**src/rtl/mem_access_unit.sv**
```systemverilog
// mem_access_unit: initiator side of the CPU data-memory interface.
// Accepts one load/store at a time and sequences the RAM port. A byte store is
// a read-modify-write of the word at the byte's address. Out-of-range addresses
// are rejected before any memory cycle is started.
module mem_access_unit #(
    parameter int unsigned MEM_BYTES = 800
) (
    input  logic        clk,
    input  logic        reset,
    input  logic        req_valid,
    output logic        req_ready,
    input  logic        req_write,
    input  logic        req_byte,
    input  logic [31:0] req_addr,
    input  logic [31:0] req_wdata,
    output logic        resp_valid,
    output logic [31:0] resp_rdata,
    output logic        resp_fault,
    output logic [31:0] mem_address,
    output logic        mem_write_en,
    output logic [31:0] mem_write_data,
    input  logic [31:0] mem_read_data
);

    // Highest start address whose full 4-byte window still lies inside the RAM.
    localparam logic [31:0] LAST_LEGAL = 32'(MEM_BYTES - 4);

    typedef enum logic [2:0] {
        IDLE,
        RD,
        RMW_RD,
        WR,
        RESP
    } state_t;

    state_t      state;
    state_t      state_next;

    logic        lat_byte;
    logic        lat_byte_next;
    logic [7:0]  lat_wbyte;
    logic [7:0]  lat_wbyte_next;
    logic [31:0] mem_address_next;
    logic [31:0] mem_write_data_next;
    logic [31:0] resp_rdata_next;
    logic        resp_fault_next;

    // State and datapath registers; reset abandons any in-flight access.
    always_ff @(posedge clk) begin
        if (reset) begin
            state          <= IDLE;
            lat_byte       <= 1'b0;
            lat_wbyte      <= 8'h00;
            mem_address    <= 32'h0;
            mem_write_data <= 32'h0;
            resp_rdata     <= 32'h0;
            resp_fault     <= 1'b0;
        end else begin
            state          <= state_next;
            lat_byte       <= lat_byte_next;
            lat_wbyte      <= lat_wbyte_next;
            mem_address    <= mem_address_next;
            mem_write_data <= mem_write_data_next;
            resp_rdata     <= resp_rdata_next;
            resp_fault     <= resp_fault_next;
        end
    end

    // Next-state and next-datapath logic; everything holds unless a state updates it.
    always_comb begin
        state_next          = state;
        lat_byte_next       = lat_byte;
        lat_wbyte_next      = lat_wbyte;
        mem_address_next    = mem_address;
        mem_write_data_next = mem_write_data;
        resp_rdata_next     = resp_rdata;
        resp_fault_next     = resp_fault;

        case (state)
            IDLE: begin
                if (req_valid) begin
                    mem_address_next = req_addr;
                    lat_byte_next    = req_byte;
                    lat_wbyte_next   = req_wdata[7:0];
                    if (req_addr > LAST_LEGAL) begin
                        resp_fault_next = 1'b1;
                        resp_rdata_next = 32'h0;
                        state_next      = RESP;
                    end else if (!req_write) begin
                        state_next = RD;
                    end else if (!req_byte) begin
                        mem_write_data_next = req_wdata;
                        state_next          = WR;
                    end else begin
                        state_next = RMW_RD;
                    end
                end
            end

            RD: begin
                resp_rdata_next = lat_byte ? {24'h0, mem_read_data[7:0]} : mem_read_data;
                resp_fault_next = 1'b0;
                state_next      = RESP;
            end

            RMW_RD: begin
                mem_write_data_next = {mem_read_data[31:8], lat_wbyte};
                state_next          = WR;
            end

            WR: begin
                resp_rdata_next = 32'h0;
                resp_fault_next = 1'b0;
                state_next      = RESP;
            end

            RESP: begin
                state_next = IDLE;
            end

            default: begin
                state_next = IDLE;
            end
        endcase
    end

    // Handshake and write strobe; the strobe is masked by reset so an aborted
    // store never reaches the RAM.
    always_comb begin
        req_ready    = (state == IDLE);
        resp_valid   = (state == RESP);
        mem_write_en = (state == WR) && !reset;
    end

endmodule

```
**config.mk**
```make
export PLATFORM = sky130hd
export DESIGN_NAME = mem_access_unit
export DESIGN_NICKNAME = d
export VERILOG_FILES = /design/src/rtl/mem_access_unit.sv
export SDC_FILE = /design/constraint.sdc
export NUM_CORES = 1
export LEC_CHECK = 0
export CAP_MARGIN = 20
export CORE_ASPECT_RATIO = 2
export CORE_UTILIZATION = 35
export CTS_CLUSTER_SIZE = 10
export DETAILED_ROUTE_END_ITERATION = 12
export PLACE_DENSITY = 0.73
export SLEW_MARGIN = 25
export SYNTH_ARGS = -nofsm -noshare
export SYNTH_HDL_FRONTEND = slang
export SYNTH_SLANG_ARGS = --single-unit
```
**constraint.sdc**
```tcl
create_clock -name clk -period 2.05 [get_ports clk]
set_input_delay 0.205 -clock clk [delete_from_list [all_inputs] [get_ports clk]]
set_output_delay 0.205 -clock clk [all_outputs]
set_load 0.02 [all_outputs]
```
==> metrics.cfg, run 1 <==
[critical_path]
worstSetupStartpoint=req_addr[31]
cp_num_cells=9
crit_chain=clkdlybuf4s50_1 > nor4_2 > buf_4 > nand4_1 > o31ai_4 > buf_4 > buf_8 > nor2_1 > a211oi_2
r2r-end=mem_write_data[0]
path_buf_inv=4
crit_fanout=30
critPathTopFamily=buffers and inverters
worstReg2RegStart=state[2]
cp_common_cell=buf_4
max_stage_delay_ps=450
crit_end=mem_write_data[0]
crit_slowest_cell=clkdlybuf4s50_1
critPathLaunchType=input port
required_ps=2320
critical_path_class=in2reg
r2r_cells=7
critPathArrivalTime_ps=2280
cp-end-kind=flip-flop
r2r_slack_ps=140

[sta]
fin_crit_sh_pct=98.0
finalCriticalPeriod_ps=2010
slew-limit-headroom_pct=56.4
worst_slack_ps=40.0
skew_ps=12.3
finalHoldViolations=0
fin_setup_tns_ps=0
finalMaxSlewViolations=0
timing.fmax_ghz=0.498
whs_ps=377
tightest_slew_ps=654
setup_violations=0

[final_layout]
utilization_pct=58.5
fin_nets=749
final_cells=798
drive_gt1_share_pct=14.1
insertedDiodeCount=0
area_growth_pct=62.6
fillCellCount=1075

[global_routing]
track_usage_pct=20.8
antenna_found_initial=0
grt_max_degree=62
grt-ovfl-total=0
grt_pass1_vias=4019
grt_pass1_wl_um=19700

[clock_tree]
clock-root-buffer=clkbuf_16
cts_inserted_buffers=9
hold_buffers=0
insertion_delay_ps=350
cts_htree_levels=3
cts_tree=built
path_clk_slew_ps=70
cts_buffer_depth=2
cts.sinks=109

[synthesis]
avgSynthCellArea_um2=9.76
yosys_register_bits=109
synthCells=434
synth_top_area_share_pct=51.5
synth.largest_area_cell=dfxtp_1
ys_seq_area_share_pct=51.5
ys_types=29
syn-num-nets=535
netlist_area_um2=4230
synthTopCellsByArea=dfxtp_1, a211oi_2, nand2_1, mux2i_1, a22o_1
yosysWarnings=0

[floorplan]
die_w_um=79.8
dieArea_um2=12600
start_util_pct=36.0
fp.dieH_um=158
core_um2=11800
placementRows=56
pin_count=201

[flow_run]
cap_viol_max_count=0

[detailed_routing]
via_per_inst=5.09
drt-pass1-iter-count=4
wirelength_um=13400
wl_per_cell_um=16.8
dr.first_iter.drc_count=113
remaining_drc_errors=0
dr_total_vias=4062
antenna_left=0

[power_and_ir_drop]
p_seq_share_pct=50.2
p_leak_nw=2.69
ir_drop_v=0.000395
combPwrFrac_pct=13.3
p_int_w=0.00330
power_density_nw_per_um2=634
p_switching_w=0.00106
p_clk_share_pct=36.4
switching_share_pct=24.3

[placed_design]
dp.cells=778
dp_hpwl_um=9650
gp_congestion=0.753
io_buffers=200
place_ws_ps=-314

[min_path]
min_path_type=in2reg

[status]
status=complete, no violations

[metal layers]
layer  track usage (%)  up-vias  routed length, um  part of all wire [%]
met3              4.46       31                745                   5.6
li1                  -     1958                  -                     -
met1              19.5     1926               4640                    35
met2              40.4      147               7510                    56
met5                 0        -                  0                     0
met4              11.2        0                503                   3.8
[worst min path at each step]
stage	from	slack, ps	endpoint	cells after the start
6_report	reset	380	mem_write_data[22]	3
5_1_grt	reset	400	mem_write_data[29]	3
4_1_cts	reset	370	mem_write_data[22]	3
3_5_place_dp	mem_address[26]	450	mem_address[26]	2
3_3_place_gp	lat_wbyte[7]	440	lat_wbyte[7]	2
2_1_floorplan	mem_read_data[10]	340	resp_rdata[10]	1
[final cells by class]
cell class,count,area [um^2],area share (%)
Clock buffer,10,229,3.33
Clock inverter,6,40.0,0.582
Inverter,2,7.51,0.109
Multi-Input combinational cell,289,1900,27.5
Sequential cell,109,2180,31.7
Tap cell,145,181,2.64
Timing Repair Buffer,237,2350,34.1
[tightest hold or removal path: stages]
cell and delay, ps:
buf_4 100, buf_4 310, a211oi_2 50
[cells in the final DEF, fill, tap and decap left out, types with 2 or more instances in the layout]
master	instances
a22o_1	32
nand2_1	87
clkbuf_16	10
buf_8	2
a211oi_1	4
a21oi_1	46
nor2_1	34
nor4_1	2
nor3_1	3
buf_12	3
a211oi_2	28
dfxtp_1	109
buf_4	32
inv_1	2
nor3b_1	2
nor4_2	4
clkinv_2	3
nand4_1	2
mux2i_1	32
clkdlybuf4s50_1	197
clkinv_4	2
[state kept, by name, summed over array words and instances, names as in the netlist]
register,cells
lat_byte,1
lat_wbyte,8
mem_address,32
mem_write_data,32
resp_fault,1
resp_rdata,32
state,3
[Yosys cell counts, drive strengths merged]
library cell  instances
o31ai                 1
nand4                 2
nand3                 1
a211oi               32
buf                  15
nor4b                 1
mux2i                32
a22o                 32
dfxtp               109
and2                  1
nor3                  4
nor2                 34
a21oi                47
or3                   2
clkbuf               19
nand2                87
inv                   2
o2111ai               1
a211o                 1
nor2b                 2
nor3b                 3
nor4                  6
[what timing repair did]
action / 4_1_cts / 5_1_grt
cloned: 0 / 2
resized for setup: 1 / 10
endpoints found under the setup margin: 1 / 23
setup buffers: 0 / 2
[metrics by stage]
stage | total power, W | instance area, um^2
after global placement | 0.00280 | 6530
after detailed placement | 0.00282 | 6530
after global routing | 0.00455 | 6880
after CTS | 0.00441 | 6800
final | 0.00436 | 6880
after floorplan | 0.00245 | 4230
[power groups by stage]
stage / registers [W] / logic, W / clock network [W]
after detailed placement: 0.00224 / 0.000577 / 0
after global routing: 0.00220 / 0.000626 / 0.00172
after CTS: 0.00219 / 0.000580 / 0.00164
after floorplan: 0.00229 / 0.000163 / 0
after global placement: 0.00224 / 0.000566 / 0
final: 0.00219 / 0.000581 / 0.00159
[logic make-up (layout without fill, tap and decap cells)]
kind of cell | after synthesis | in the layout | share of synthesized area, %
simple gates | 143 | 143 | 14.2
compound gates | 114 | 114 | 22.2
flops | 109 | 109 | 51.5
buf+inv | 36 | 255 | 4.52
mux | 32 | 32 | 7.57
(Power assumes the default switching activity.)
==> run 2: changes to the inputs <==
--- a/config.mk
+++ b/config.mk
@@ -10,6 +10,7 @@
 export CORE_UTILIZATION = 35
 export CTS_CLUSTER_SIZE = 10
 export DETAILED_ROUTE_END_ITERATION = 12
+export HOLD_SLACK_MARGIN = 0.06
 export PLACE_DENSITY = 0.73
 export SLEW_MARGIN = 25
 export SYNTH_ARGS = -nofsm -noshare
==> results of run 2 <==
Same layout as run 1: the final DEF is identical, and so are final timing and power.
